$ cat src/rtl/atmo_light_est_pkg.sv
// atmo_light_est_pkg: shared widths, frame state and channel helpers for the dehaze chain.
package atmo_light_est_pkg;
    localparam int DATA_W_DEF = 8;
    localparam int CH_DEF = 3;
    localparam int MAX_W = 32;
    localparam int MAX_CH = 16;

    typedef logic [MAX_CH*MAX_W-1:0] ch_vec_t;
    typedef enum logic {ST_IDLE, ST_BUSY} frm_st_t;

    // Channel 0 sits in the MSBs, so lane c starts (ch-1-c) lanes up from bit 0.
    function automatic int ch_lsb(input int c, input int ch, input int w);
        return (ch - 1 - c) * w;
    endfunction

    function automatic logic [MAX_W-1:0] max_of_n(input ch_vec_t v, input int n, input int w);
        logic [MAX_W-1:0] m;
        logic [MAX_W-1:0] x;
        m = '0;
        for (int c = 0; c < MAX_CH; c++) begin
            if (c < n) begin
                x = MAX_W'(v >> ch_lsb(c, n, w)) & MAX_W'((64'd1 << w) - 64'd1);
                if (x > m) m = x;
            end
        end
        return m;
    endfunction
endpackage

$ cat src/rtl/atmo_light_est_if.sv
// atmo_light_est_if: pixel/dark-channel stream in, atmospheric-light result out.
interface atmo_light_est_if
    import atmo_light_est_pkg::*;
#(
    parameter int DATA_W = DATA_W_DEF,
    parameter int CH = CH_DEF
);
    logic                 frame_start;
    logic                 frame_end;
    logic                 pix_valid;
    logic [CH*DATA_W-1:0] pix_rgb;
    logic [DATA_W-1:0]    dark_data;
    logic [CH*DATA_W-1:0] a_ch;
    logic [DATA_W-1:0]    a_max;
    logic                 a_valid;
    logic                 a_hit;
    logic                 busy;

    modport master (
        output frame_start, frame_end, pix_valid, pix_rgb, dark_data,
        input  a_ch, a_max, a_valid, a_hit, busy
    );
    modport slave (
        input  frame_start, frame_end, pix_valid, pix_rgb, dark_data,
        output a_ch, a_max, a_valid, a_hit, busy
    );
endinterface

$ cat src/rtl/atmo_light_est_ch_max_tree.sv
// ch_max_tree: unsigned max over N packed W-bit lanes, optionally registered.
module ch_max_tree
    import atmo_light_est_pkg::*;
#(
    parameter int W = 8,
    parameter int N = 3,
    parameter int PIPE = 0
)(
    input  logic           i_clk,
    input  logic           i_rst,
    input  logic [N*W-1:0] i_v,
    output logic [W-1:0]   o_max
);
    logic [W-1:0] w_max;

    assign w_max = W'(max_of_n(ch_vec_t'(i_v), N, W));

    generate
        if (PIPE != 0) begin : g_pipe
            logic [W-1:0] r_max;
            always_ff @(posedge i_clk) begin
                r_max <= i_rst ? '0 : w_max;
            end
            assign o_max = r_max;
        end else begin : g_comb
            logic w_unused;
            assign w_unused = i_clk ^ i_rst;
            assign o_max = w_max;
        end
    endgenerate
endmodule

$ cat src/rtl/atmo_light_est.sv
// atmo_light_est: per-frame atmospheric light from the brightest dark-channel pixel.
module atmo_light_est
    import atmo_light_est_pkg::*;
#(
    parameter int DATA_W = DATA_W_DEF,
    parameter int CH = CH_DEF,
    parameter int TIE_LAST = 0,
    parameter int A_LIMIT = 255
)(
    input logic sys_clk,
    input logic sys_rst,
    atmo_light_est_if.slave bus
);
    localparam logic [DATA_W-1:0] LIM = DATA_W'(A_LIMIT);

    logic                 r_s1_start, r_s1_end, r_s1_pv;
    logic [CH*DATA_W-1:0] r_s1_rgb;
    logic [DATA_W-1:0]    r_s1_dark;
    frm_st_t              r_state, w_state_nxt;
    logic [DATA_W-1:0]    r_best_dark, w_base_dark, w_new_dark;
    logic [CH*DATA_W-1:0] r_best_rgb, w_base_rgb, w_new_rgb;
    logic                 r_seen, w_base_seen, w_new_seen;
    logic                 w_open, w_fresh, w_restart, w_upd, w_close;
    logic                 r_s2_valid, r_snap_seen;
    logic [CH*DATA_W-1:0] r_snap_rgb, w_clamp;
    logic [DATA_W-1:0]    w_clamp_max;
    logic [CH*DATA_W-1:0] r_a_ch;
    logic [DATA_W-1:0]    r_a_max;
    logic                 r_a_valid, r_a_hit;

    always_ff @(posedge sys_clk) begin
        if (sys_rst) begin
            r_s1_start <= 1'b0;
            r_s1_end   <= 1'b0;
            r_s1_pv    <= 1'b0;
            r_s1_rgb   <= '0;
            r_s1_dark  <= '0;
        end else begin
            r_s1_start <= bus.frame_start;
            r_s1_end   <= bus.frame_end;
            r_s1_pv    <= bus.pix_valid;
            r_s1_rgb   <= bus.pix_rgb;
            r_s1_dark  <= bus.dark_data;
        end
    end

    // A start coinciding with an end while busy closes the running frame instead of clearing it.
    always_comb begin
        w_open      = (r_state == ST_BUSY) || r_s1_start;
        w_fresh     = r_s1_start && !(r_s1_end && r_state == ST_BUSY);
        w_restart   = r_s1_start && r_s1_end;
        w_base_dark = w_fresh ? '0 : r_best_dark;
        w_base_rgb  = w_fresh ? '0 : r_best_rgb;
        w_base_seen = !w_fresh && r_seen;
        w_upd       = r_s1_pv && w_open && (!w_base_seen || r_s1_dark > w_base_dark
                      || (TIE_LAST != 0 && r_s1_dark == w_base_dark));
        w_new_dark  = w_upd ? r_s1_dark : w_base_dark;
        w_new_rgb   = w_upd ? r_s1_rgb : w_base_rgb;
        w_new_seen  = w_upd || w_base_seen;
        w_close     = r_s1_end && w_open;
        w_state_nxt = r_s1_start ? ST_BUSY : (r_s1_end ? ST_IDLE : r_state);
    end

    always_ff @(posedge sys_clk) begin
        if (sys_rst) begin
            r_state     <= ST_IDLE;
            r_best_dark <= '0;
            r_best_rgb  <= '0;
            r_seen      <= 1'b0;
            r_s2_valid  <= 1'b0;
            r_snap_rgb  <= '0;
            r_snap_seen <= 1'b0;
        end else begin
            r_state     <= w_state_nxt;
            r_best_dark <= w_restart ? '0 : w_new_dark;
            r_best_rgb  <= w_restart ? '0 : w_new_rgb;
            r_seen      <= !w_restart && w_new_seen;
            r_s2_valid  <= w_close;
            if (w_close) begin
                r_snap_rgb  <= w_new_rgb;
                r_snap_seen <= w_new_seen;
            end
        end
    end

    for (genvar c = 0; c < CH; c++) begin : g_clamp
        localparam int LSB = ch_lsb(c, CH, DATA_W);
        assign w_clamp[LSB +: DATA_W] = (r_snap_rgb[LSB +: DATA_W] > LIM) ? LIM : r_snap_rgb[LSB +: DATA_W];
    end

    ch_max_tree #(.W(DATA_W), .N(CH), .PIPE(0)) u_max (
        .i_clk (sys_clk),
        .i_rst (sys_rst),
        .i_v   (w_clamp),
        .o_max (w_clamp_max)
    );

    // An empty frame still strobes but keeps the previous colour.
    always_ff @(posedge sys_clk) begin
        if (sys_rst) begin
            r_a_valid <= 1'b0;
            r_a_hit   <= 1'b0;
            r_a_ch    <= '0;
            r_a_max   <= '0;
        end else begin
            r_a_valid <= r_s2_valid;
            if (r_s2_valid) r_a_hit <= r_snap_seen;
            if (r_s2_valid && r_snap_seen) begin
                r_a_ch  <= w_clamp;
                r_a_max <= w_clamp_max;
            end
        end
    end

    assign bus.a_ch    = r_a_ch;
    assign bus.a_max   = r_a_max;
    assign bus.a_valid = r_a_valid;
    assign bus.a_hit   = r_a_hit;
    assign bus.busy    = (r_state == ST_BUSY);
endmodule
$ cat src/flat_wrapper.sv
// flat-port wrapper written by rule: the top's interface ports become plain ports
module atmo_light_est_flat import atmo_light_est_pkg::*;
#(
    parameter int DATA_W = DATA_W_DEF,
    parameter int CH = CH_DEF,
    parameter int TIE_LAST = 0,
    parameter int A_LIMIT = 255
)
  (sys_clk, sys_rst, bus_frame_start, bus_frame_end, bus_pix_valid, bus_pix_rgb, bus_dark_data, bus_a_ch, bus_a_max, bus_a_valid, bus_a_hit, bus_busy);
  atmo_light_est_if #(.DATA_W(DATA_W), .CH(CH)) bus_i ();
  input logic sys_clk;
  input logic sys_rst;
  input wire logic [$bits(bus_i.frame_start)-1:0] bus_frame_start;
  input wire logic [$bits(bus_i.frame_end)-1:0] bus_frame_end;
  input wire logic [$bits(bus_i.pix_valid)-1:0] bus_pix_valid;
  input wire logic [$bits(bus_i.pix_rgb)-1:0] bus_pix_rgb;
  input wire logic [$bits(bus_i.dark_data)-1:0] bus_dark_data;
  output wire logic [$bits(bus_i.a_ch)-1:0] bus_a_ch;
  output wire logic [$bits(bus_i.a_max)-1:0] bus_a_max;
  output wire logic [$bits(bus_i.a_valid)-1:0] bus_a_valid;
  output wire logic [$bits(bus_i.a_hit)-1:0] bus_a_hit;
  output wire logic [$bits(bus_i.busy)-1:0] bus_busy;
  assign bus_i.frame_start = bus_frame_start;
  assign bus_i.frame_end = bus_frame_end;
  assign bus_i.pix_valid = bus_pix_valid;
  assign bus_i.pix_rgb = bus_pix_rgb;
  assign bus_i.dark_data = bus_dark_data;
  assign bus_a_ch = bus_i.a_ch;
  assign bus_a_max = bus_i.a_max;
  assign bus_a_valid = bus_i.a_valid;
  assign bus_a_hit = bus_i.a_hit;
  assign bus_busy = bus_i.busy;
  atmo_light_est #(.DATA_W(DATA_W), .CH(CH), .TIE_LAST(TIE_LAST), .A_LIMIT(A_LIMIT)) u_core (.sys_clk(sys_clk), .sys_rst(sys_rst), .bus(bus_i));
endmodule
$ cat config.mk
export PLATFORM = sky130hd
export DESIGN_NAME = atmo_light_est_flat
export DESIGN_NICKNAME = d
export VERILOG_FILES = /design/src/rtl/atmo_light_est_pkg.sv /design/src/rtl/atmo_light_est_if.sv /design/src/rtl/atmo_light_est_ch_max_tree.sv /design/src/rtl/atmo_light_est.sv /design/src/flat_wrapper.sv
export SDC_FILE = /design/constraint.sdc
export NUM_CORES = 1
export LEC_CHECK = 0
export CORE_MARGIN = 2
export CORE_UTILIZATION = 54
export CTS_BUF_LIST = sky130_fd_sc_hd__clkbuf_16
export DETAILED_ROUTE_END_ITERATION = 12
export GPL_TIMING_DRIVEN = 0
export HOLD_SLACK_MARGIN = 0.08
export MAX_ROUTING_LAYER = met4
export PLACE_DENSITY = 0.86
export SKIP_LAST_GASP = 1
export SLEW_MARGIN = 5
export SYNTH_ARGS = -nofsm -noshare
export SYNTH_HDL_FRONTEND = slang
export SYNTH_SLANG_ARGS = --single-unit
$ cat constraint.sdc
create_clock -name sys_clk -period 5.1 [get_ports sys_clk]
set_input_delay 1.02 -clock sys_clk [delete_from_list [all_inputs] [get_ports sys_clk]]
set_output_delay 1.02 -clock sys_clk [all_outputs]
set_load 0.1 [all_outputs]
Yosys cells after proc, flatten, opt, wreduce, memory -nomap -nowiden
Index checks and enable logic that the tools add are counted.

cells by class
  order comparisons = 7
  muxes and demuxes = 12
  reduce and logical (&&, ||, !) cells = 18

operators by type and width
  cell                number
  $mux 8              8
  $mux 24             2
  $gt 8x32->1         1
  $gt 8x8->1 const B  3
  $gt 8x8->1          2
  $logic_and 1x1->1   9
  $gt 8x1->1 const B  1
  $logic_not 1->1     4
  $logic_or 1x1->1    3
  $mux 1              2
  $reduce_bool 2->1   1
  $reduce_or 2->1     1

word-level totals
  bits in registers = 129
  bits of input ports = 37
  output and inout port bits = 35
  logic and storage cells = 53

Logic depth before layout (Yosys ltp)
Gate-level depths: netlist of the first run.

  word-level depth = 10
  gate-level depth with buffers = 15
  depth with buffers taken out = 14

By module
A second synthesis of the first run with hierarchy kept.

unflattened totals
  cells, all modules = 704
  area, all modules = 6,010.8 µm²

by module, submodules not included
  module          instances  cells each  area each (µm²)  sequential area each (µm²)
  atmo_light_est  1          609         5,335.1          2,582.5
  ch_max_tree     1          95          675.6            0.0

Worst setup path before layout of the first run
No wires, ideal clock.

  path kind = reg2reg
  from = register u_core.r_state (netlist: u_core.bus.busy)
  to = register u_core.r_best_dark[0]
  setup time = 0.061 ns
  arrival = 3.511 ns
  slack = 1.529 ns
  cell stages (with the launch flop) = 14
  clock period less this slack = 3.571 ns
  cells stage by stage = dfxtp_1 > nand2_1 > nand2_1 > clkbuf_1 > nand2_1 > ha_1 > a211oi_2 > nor2_1 > or3b_4 > o2111ai_4 > and2b_1 > buf_4 > buf_6 > a32o_1

between the ends
  word-level cells in the longest chain between the ends = 9
  elaborated cells on any way between the ends = 13
  classes of those cells = 1 x order compare; 2 x mux; 10 x reduce/logical

ends and longest elaborated chain
  item                                                                line                  RTL
  start: declaration                                                  atmo_light_est.sv:19  frm_st_t r_state, w_state_nxt;
  start signal: assignment                                            atmo_light_est.sv:74  r_state <= w_state_nxt;
  parallel branches: the longest is 8 deep, another holds $gt 8x8->1  n/a
  $mux 8 (*)                                                          atmo_light_est.sv:57  w_new_dark = w_upd ? r_s1_dark : w_base_dark;
  end signal: assignment                                              atmo_light_est.sv:75  r_best_dark <= w_restart ? '0 : w_new_dark;
  end: declaration                                                    atmo_light_est.sv:20  logic [DATA_W-1:0] r_best_dark, w_base_dark, w_new_dark;

Mark *: on every way between the ends.
A chain may end at the register's enable or synchronous reset.

Final worst setup path of the first run
  from = register u_core.r_snap_rgb[17]
  to = register u_core.r_a_max[2] (netlist: u_core.bus.a_max[2])

between the ends
  word-level cells in the longest chain between the ends = 8

ends and longest elaborated chain
  item                      line                      RTL
  start: declaration        atmo_light_est.sv:25      logic [CH*DATA_W-1:0] r_snap_rgb, w_clamp;
  start signal: assignment  atmo_light_est.sv:80      r_snap_rgb <= w_new_rgb;
  $gt 8x8->1                atmo_light_est.sv:88      assign w_clamp[LSB +: DATA_W] = (r_snap_rgb[LSB +: DATA_W] > LIM) ? LIM : r_snap_rgb[LSB +: DATA_W];
  $mux 8 (*)                atmo_light_est.sv:88
  $gt 8x1->1                atmo_light_est_pkg.sv:23  if (x > m) m = x;
  $mux 8 (*)                atmo_light_est_pkg.sv:23
  $gt 8x32->1               atmo_light_est_pkg.sv:23
  $mux 8 (*)                atmo_light_est_pkg.sv:23
  $gt 8x8->1                atmo_light_est_pkg.sv:23
  $mux 8 (*)                atmo_light_est_pkg.sv:23
  end signal: assignment    atmo_light_est.sv:110     r_a_max <= w_clamp_max;
  end: declaration          atmo_light_est.sv:28      logic [DATA_W-1:0] r_a_max;

Every way passes the cells marked *; elsewhere a longest branch is shown, timed or not.

==> metrics.cfg, run 1 <==
[status]
status = completed

[setup_path]
critical_path_required_ns = 5.43
r2r_slack_ns = 1.28
rr_endpoint = u_core.bus.a_max[2]
worstPathMaxFanout = 10
slowest_delay_ns = 0.42
slowest_stage = o22ai_2
cp-start-kind = flip-flop
crit_type = flip-flop to flip-flop
reg2reg_depth = 15
worstPathArrival_ns = 4.15
r2r-start = u_core.r_snap_rgb[17]
path_cells = inv_1 > ha_1 > nor2b_1 > o211ai_1 > a21oi_1 > o22ai_2 > mux2i_1 > ha_1 > a21oi_1 > o22ai_1 > o21ai_0 > a32o_1 > clkbuf_1 > nand2_1 > o221ai_1
endpoint_kind = flip-flop

[logic_synthesis]
yosys.area_share.simple_pct = 22.4
avgSynthCellArea_sq_um = 9.24
synth-adder-area-share_pct = 5.57
synth_compound_area_share_pct = 17.4
syn_nets = 644
muxShareOfSynthArea_pct = 1.51
yosysWarnings = 0
synth_area_sq_um = 5390
ys_seq_elements = 129
yosysSeqAreaShare_pct = 47.9
syn-instance-count = 583
synth.distinct_cells = 44
synth_top_family_by_area = simple AND/OR/NAND/NOR gates
synth_xor_area_share_pct = 0

[sta]
maxSlewViolCount = 0
clock-skew-final_ns = 0.00880
fmax_ghz = 0.262
period_share_pct = 74.9
hold_violations = 0
worstMarginPinSlew_ns = 0.984
relSlewSlack_pct = 34.2
setup_viol = 0
fin_crit_ns = 3.82
tns_ns = 0
rsz0062_at_grt = no
whs_ns = 0.455

[floorplan]
fp.dieH_um = 104
core_sq_um = 9730
num_rows = 36
floorplan.initialDensity_pct = 55.4
io_pins = 72
dieArea_sq_um = 10800
die_w_um = 104

[clock_network]
cts_resized = 0
clkTransAtPathRegs_ns = 0.05
hold_buffers = 0
htree_levels = 4
cts_buffer_depth = 2
cts.sinks = 129
tritoncts = done
clock_latency_ns = 0.41
postCtsSetupBuffers = 0
numCtsBuffers = 17
root_buffer = clkbuf_16

[detailed_routing]
drt_wl_total_um = 13100
avgRoutedWirePerCell_um = 16.1
drt_iter0_markers = 271
met2_length_um = 6420
viasPerCell = 5.70
top_layer = met4
drtPass1Iterations = 5
dr_total_vias = 4652
met3_wirelength_um = 781
post-route-drc-count = 0
ant_nets = 0
wl_met1_um = 5600

[placement]
dp_hpwl_um = 9740
port_buffers = 70
globalplace.congestion = 0.916
placed_cell_area_sq_um = 6260

[job]
drv_cap = 0

[hold_path]
worstHoldEndpoint = u_core.bus.a_ch[4]
min_path_type = flip-flop to flip-flop
min-delay-start = u_core.bus.a_ch[4]
min_path_cells = 2

[power_and_ir_drop]
netSwitchingFraction_pct = 23.1
combPwrFrac_pct = 10.2
cellLeakagePower_nw = 2.37
p_int_w = 0.00189
power_frac_clock_pct = 46.3
p_switching_w = 0.000568
pwr_density_cell_nw_per_um2 = 361
finalPower_w = 0.00246
p_seq_share_pct = 43.4
ir_drop_mv = 0.251

[layout]
diodes = 0
stdcell_area_sq_um = 6810
final_common_cell = dfxtp_1
drive_gt1_share_pct = 5.86
synthToLayoutAreaGrowth_pct = 26.4
final_cell_mix = dfxtp_1 (129), nand2_1 (89), clkdlybuf4s50_1 (70)
final_util_pct = 70.0
nets = 733

[global_routing]
grt_max_degree = 17
grt_pass1_wl_um = 21600
grt_pass1_vias = 4519
grt_usage_pct = 25.7
overflow = 0
antenna_found_initial = 0

-- synth_stat cells (all sizes together) --
master | instances | area [sq um]
mux2i | 7 | 70.1
and3 | 1 | 6.26
nor3 | 2 | 10.0
o211ai | 2 | 15.0
and4 | 2 | 17.5
nor4 | 1 | 12.5
mux2 | 1 | 11.3
a31o | 1 | 8.76
nand3b | 15 | 113
o22ai | 2 | 18.8
a41o | 1 | 10.0
ha | 24 | 300
nor2 | 37 | 139
and2 | 2 | 12.5
a211oi | 2 | 20.0
o221ai | 7 | 61.3
nand4 | 2 | 12.5
nor2b | 38 | 238
and2b | 1 | 7.51
o32ai | 1 | 8.76
o31ai | 1 | 12.5
nand2b | 1 | 6.26
a21oi | 34 | 170
or2 | 1 | 6.26
o21ai | 3 | 15.0
a21boi | 1 | 11.3
a311oi | 24 | 210
clkbuf | 42 | 158
inv | 13 | 48.8
nand2 | 89 | 334
or3b | 1 | 11.3
dfxtp | 129 | 2580
a31oi | 2 | 12.5
buf | 8 | 72.6
nand3 | 26 | 130
or3 | 24 | 150
a32o | 33 | 330
o2111ai | 1 | 26.3
o41ai | 1 | 8.76
-- worst max-delay path by stage --
| stage | from | slack (ns) | endpoint | cells past startpoint |
|---|---|---|---|---|
| final | u_core.r_snap_rgb[17] | 1.28 | u_core.bus.a_max[2] | 15 |
| after global routing | u_core.r_snap_rgb[17] | 1.03 | u_core.bus.a_max[5] | 15 |
| after CTS | u_core.r_snap_rgb[17] | 1.30 | u_core.bus.a_max[2] | 15 |
| after detailed placement | u_core.r_snap_rgb[17] | 1.34 | u_core.bus.a_max[2] | 15 |
| after global placement | u_core.r_snap_rgb[17] | 1.43 | u_core.bus.a_max[2] | 15 |
| after floorplan | u_core.bus.busy | 1.53 | u_core.r_best_dark[0] | 13 |
-- metrics by stage --
stage                     worst slack (ns)  instances
after detailed placement              1.34        786
after global routing                  1.03        816
after global placement                1.43        786
final                                 1.28        816
after floorplan                       1.53        583
after CTS                             1.30        816
-- power by group through the flow --
| stage | Clock (W) | Combinational, W | Sequential [W] |
|---|---|---|---|
| 2_1_floorplan | 0 | 0.000169 | 0.00108 |
| 3_3_place_gp | 0 | 0.000237 | 0.00108 |
| 3_5_place_dp | 0 | 0.000248 | 0.00109 |
| 4_1_cts | 0.00115 | 0.000250 | 0.00107 |
| 5_1_grt | 0.00120 | 0.000276 | 0.00107 |
| 6_report | 0.00114 | 0.000252 | 0.00107 |
-- layer usage --
metal  up-vias  track usage [%]
met4         0             14.2
li1       2263                -
met3        32             5.64
met5         -                -
met1      2160             29.5
met2       197             41.9
-- cell type report --
type / instances / area, sq um
Fill cell: 745 / 2920
Sequential cell: 129 / 2580
Multi-Input combinational cell: 391 / 2530
Timing Repair Buffer: 70 / 701
Clock buffer: 17 / 425
Buffer: 50 / 230
Tap cell: 133 / 166
Clock inverter: 13 / 131
Inverter: 13 / 48.8
-- flip-flops by register name (all words and copies together), names as in the netlist, 8 cells and up --
signal / cells
u_core.r_snap_rgb: 24
u_core.r_s1_dark: 8
u_core.bus.a_max: 8
u_core.r_best_rgb: 24
u_core.bus.a_ch: 24
u_core.r_best_dark: 8
u_core.r_s1_rgb: 24
-- logic make-up (layout without fill, tap and decap cells) --
logic type / after synthesis / count (layout)
AOI/OAI and AO/OA: 116 / 116
adders and majority gates: 24 / 24
muxes: 8 / 8
DFF: 129 / 129
buffers and inverters: 63 / 163
and+or+nand+nor: 243 / 243
-- worst max-delay path, delay by kind of cell (launching register included) --
kind / cells / cell delay [ns]
AOI/OAI and AO/OA: 8 / 1.45
adders and majority gates: 2 / 0.61
buffers and inverters: 2 / 0.41
DFF: 1 / 0.40
muxes: 1 / 0.42
and+or+nand+nor: 2 / 0.43
Power figures use the tool's default switching activity.
==> run 2: changes to the inputs <==
--- a/config.mk
+++ b/config.mk
@@ -6,13 +6,13 @@
 export NUM_CORES = 1
 export LEC_CHECK = 0
 export CORE_MARGIN = 2
-export CORE_UTILIZATION = 54
+export CORE_UTILIZATION = 49
 export CTS_BUF_LIST = sky130_fd_sc_hd__clkbuf_16
 export DETAILED_ROUTE_END_ITERATION = 12
 export GPL_TIMING_DRIVEN = 0
 export HOLD_SLACK_MARGIN = 0.08
 export MAX_ROUTING_LAYER = met4
-export PLACE_DENSITY = 0.86
+export PLACE_DENSITY = 0.82
 export SKIP_LAST_GASP = 1
 export SLEW_MARGIN = 5
 export SYNTH_ARGS = -nofsm -noshare
==> constraint.sdc (replaced) <==
create_clock -name sys_clk -period 3.45 [get_ports sys_clk]
set_input_delay 0.69 -clock sys_clk [delete_from_list [all_inputs] [get_ports sys_clk]]
set_output_delay 0.69 -clock sys_clk [all_outputs]
set_load 0.1 [all_outputs]
==> run 2 against run 1 <==
Worst hold slack worse by 0.0055 ns. Wire length is 1.2% higher. Register-to-register slack worse by 1.2 ns. Clock power is 59% higher. Sequential power is 48% higher. Via count is 0.15% lower. Combinational power is 75% higher. Non-clock buffer count is 5 higher. Critical endpoint is now u_core.bus.a_max[5]. Largest cell class unchanged. Largest power group unchanged.
==> metrics.cfg, run 2 (synthesis results as in run 1) <==
[sta]
setup_viol = 0  ; unchanged
maxSlewViolCount = 0  ; unchanged
relSlewSlack_pct = 34.6  ; was 34.2%
hold_violations = 0  ; unchanged
fin_crit_ns = 3.32  ; was 3.82 ns
whs_ns = 0.450  ; was 0.455 ns
clock-skew-final_ns = 0.0164  ; was 0.00880 ns
period_share_pct = 96.3  ; was 74.9%
fmax_ghz = 0.301  ; was 0.262 GHz
worstMarginPinSlew_ns = 0.978  ; was 0.984 ns
tns_ns = 0  ; unchanged

[setup_path]
critical_path_required_ns = 3.72  ; was 5.43 ns
rr_endpoint = u_core.bus.a_max[5]  ; was u_core.bus.a_max[2]
r2r_slack_ns = 0.13  ; was 1.28 ns
endpoint = u_core.bus.a_max[5]  ; was u_core.bus.a_max[2]
crit_type = flip-flop to flip-flop  ; unchanged
worstPathMaxFanout = 7  ; was 10
cp-start-kind = flip-flop  ; unchanged
crit_start = u_core.r_snap_rgb[17]  ; unchanged
endpoint_kind = flip-flop  ; unchanged
reg2reg_depth = 16  ; was 15
r2r-start = u_core.r_snap_rgb[17]  ; unchanged
worstPathArrival_ns = 3.60  ; was 4.15 ns

[floorplan]
fp.dieH_um = 109  ; was 104 um
num_rows = 38  ; was 36
dieArea_sq_um = 11900  ; was 10,800 sq um
floorplan.initialDensity_pct = 49.9  ; was 55.4%
core_sq_um = 10800  ; was 9730 sq um
io_pins = 72  ; unchanged
die_w_um = 109  ; was 104 um

[detailed_routing]
post-route-drc-count = 0  ; unchanged
drtPass1Iterations = 5  ; unchanged
drt_iter0_markers = 281  ; was 271
met3_wirelength_um = 714  ; was 781 um
viasPerCell = 5.60  ; was 5.70
avgRoutedWirePerCell_um = 16.0  ; was 16.1 um
wl_met1_um = 5810  ; was 5600 um
dr_total_vias = 4645  ; was 4,652
met2_length_um = 6420  ; about the same
top_layer = met4  ; unchanged
drt_wl_total_um = 13300  ; was 13,100 um
ant_nets = 0  ; unchanged

[placement]
dp_cells = 793  ; was 786
port_buffers = 70  ; unchanged
globalplace.congestion = 0.922  ; was 0.916
dp_hpwl_um = 9810  ; was 9740 um

[layout]
final_common_cell = dfxtp_1  ; unchanged
nets = 738  ; was 733
instances_no_fill = 829  ; was 816
synthToLayoutAreaGrowth_pct = 28.6  ; was 26.4%
final_cell_mix = dfxtp_1 (128), nand2_1 (88), clkdlybuf4s50_1 (70)  ; was dfxtp_1 (129), nand2_1 (89), clkdlybuf4s50_1 (70)
diodes = 0  ; unchanged
drive_gt1_share_pct = 8.56  ; was 5.86%

[power_and_ir_drop]
ir_drop_mv = 0.344  ; was 0.251 mV
cellLeakagePower_nw = 2.40  ; was 2.37 nW
pwr_density_cell_nw_per_um2 = 553  ; was 361 nW/um^2

[clock_network]
hold_buffers = 0  ; unchanged
root_buffer = clkbuf_16  ; unchanged
htree_levels = 4  ; unchanged
clock_latency_ns = 0.41  ; about the same
tritoncts = done  ; unchanged
cts.sinks = 129  ; unchanged
clkTransAtPathRegs_ns = 0.05  ; about the same
numCtsBuffers = 17  ; unchanged
cts_buffer_depth = 2  ; unchanged

[status]
status = completed  ; unchanged

[global_routing]
grt_pass1_wl_um = 21500  ; was 21,600 um
grt_pass1_vias = 4441  ; was 4,519
grt_usage_pct = 23.8  ; was 25.7%
grt_max_degree = 17  ; unchanged
antenna_found_initial = 0  ; unchanged
overflow = 0  ; unchanged

[job]
drv_cap = 0  ; unchanged

[hold_path]
min_path_type = flip-flop to flip-flop  ; unchanged

-- run 2: cell count changes in the layout (fill, tap and decap cells not counted), sizes merged --
cell and change:
clkinvlp +3, bufinv +1, inv -3, clkbuf -1
buf +6
-- run 2: cell type report --
| type | instances | area (sq um) |
|---|---|---|
| inverter | 13 | 48.8 |
| fill | 905 | 3860 |
| buffer | 49 | 231 |
| timing repair buffer | 76 | 746 |
| sequential | 129 | 2580 |
| tap | 140 | 175 |
| clock inverter | 14 | 173 |
| multi-input combinational | 391 | 2550 |
| clock buffer | 17 | 425 |
-- run 2: report_power, final --
part | internal [W] | switching [W] | leakage [nW]
Combinational | 0.000206 | 0.000234 | 1.06
Clock | 0.00119 | 0.000627 | 0.288
Sequential | 0.00154 | 0.0000412 | 1.05
Total | 0.00293 | 0.000903 | 2.40
-- run 2: timing repair --
action                                  4_1_cts  5_1_grt
setup buffers                                 1        5
endpoints found under the setup margin        8       58
pin swaps                                     1        2
hold endpoints to repair                      0        0
gates resized for setup                       3       10
-- run 2: how the worst min path moves through the flow --
| stage | from | cells after the start | slack [ns] | to |
|---|---|---|---|---|
| floorplan | u_core.r_best_dark[0] | 1 | 0.43 | u_core.r_best_dark[0] |
| global placement | u_core.bus.a_ch[5] | 2 | 0.44 | u_core.bus.a_ch[5] |
| detailed placement | u_core.bus.a_ch[10] | 2 | 0.45 | u_core.bus.a_ch[10] |
| CTS | u_core.bus.a_ch[10] | 2 | 0.46 | u_core.bus.a_ch[10] |
| global route | u_core.bus.a_ch[20] | 2 | 0.48 | u_core.bus.a_ch[20] |
| finish | u_core.bus.a_ch[10] | 2 | 0.45 | u_core.bus.a_ch[10] |
-- run 2: worst max-delay path: stages (launching register included) --
cell and delay, ns:
dfxtp_1 0.39, inv_1 0.06, ha_1 0.29, nor2b_1 0.14
o211ai_1 0.17, a21oi_1 0.13, o22ai_4 0.24, buf_4 0.17
mux2i_1 0.32, ha_1 0.31, nand3_1 0.08, o22ai_1 0.09
o21ai_0 0.18, a32o_2 0.25, buf_4 0.16, buf_4 0.12
o221ai_1 0.09
-- run 2: layer usage --
layer	GRT usage [%]	vias up
met5	-	-
met4	9.80	0
met3	5.14	27
met2	37.9	160
met1	29.4	2169
li1	-	2289
-- run 2: through the flow --
stage | area [sq um] | total power [W] | worst slack, ns | utilization [%]
after floorplan | 5390 | 0.00185 | 0.270 | -
after CTS | 6880 | 0.00379 | 0.00121 | 63.7
after global placement | 6270 | 0.00196 | -0.270 | 58.1
final | 6930 | 0.00383 | 0.127 | 64.2
after detailed placement | 6270 | 0.00198 | -0.419 | 58.1
after global routing | 6930 | 0.00395 | -0.0231 | 64.2
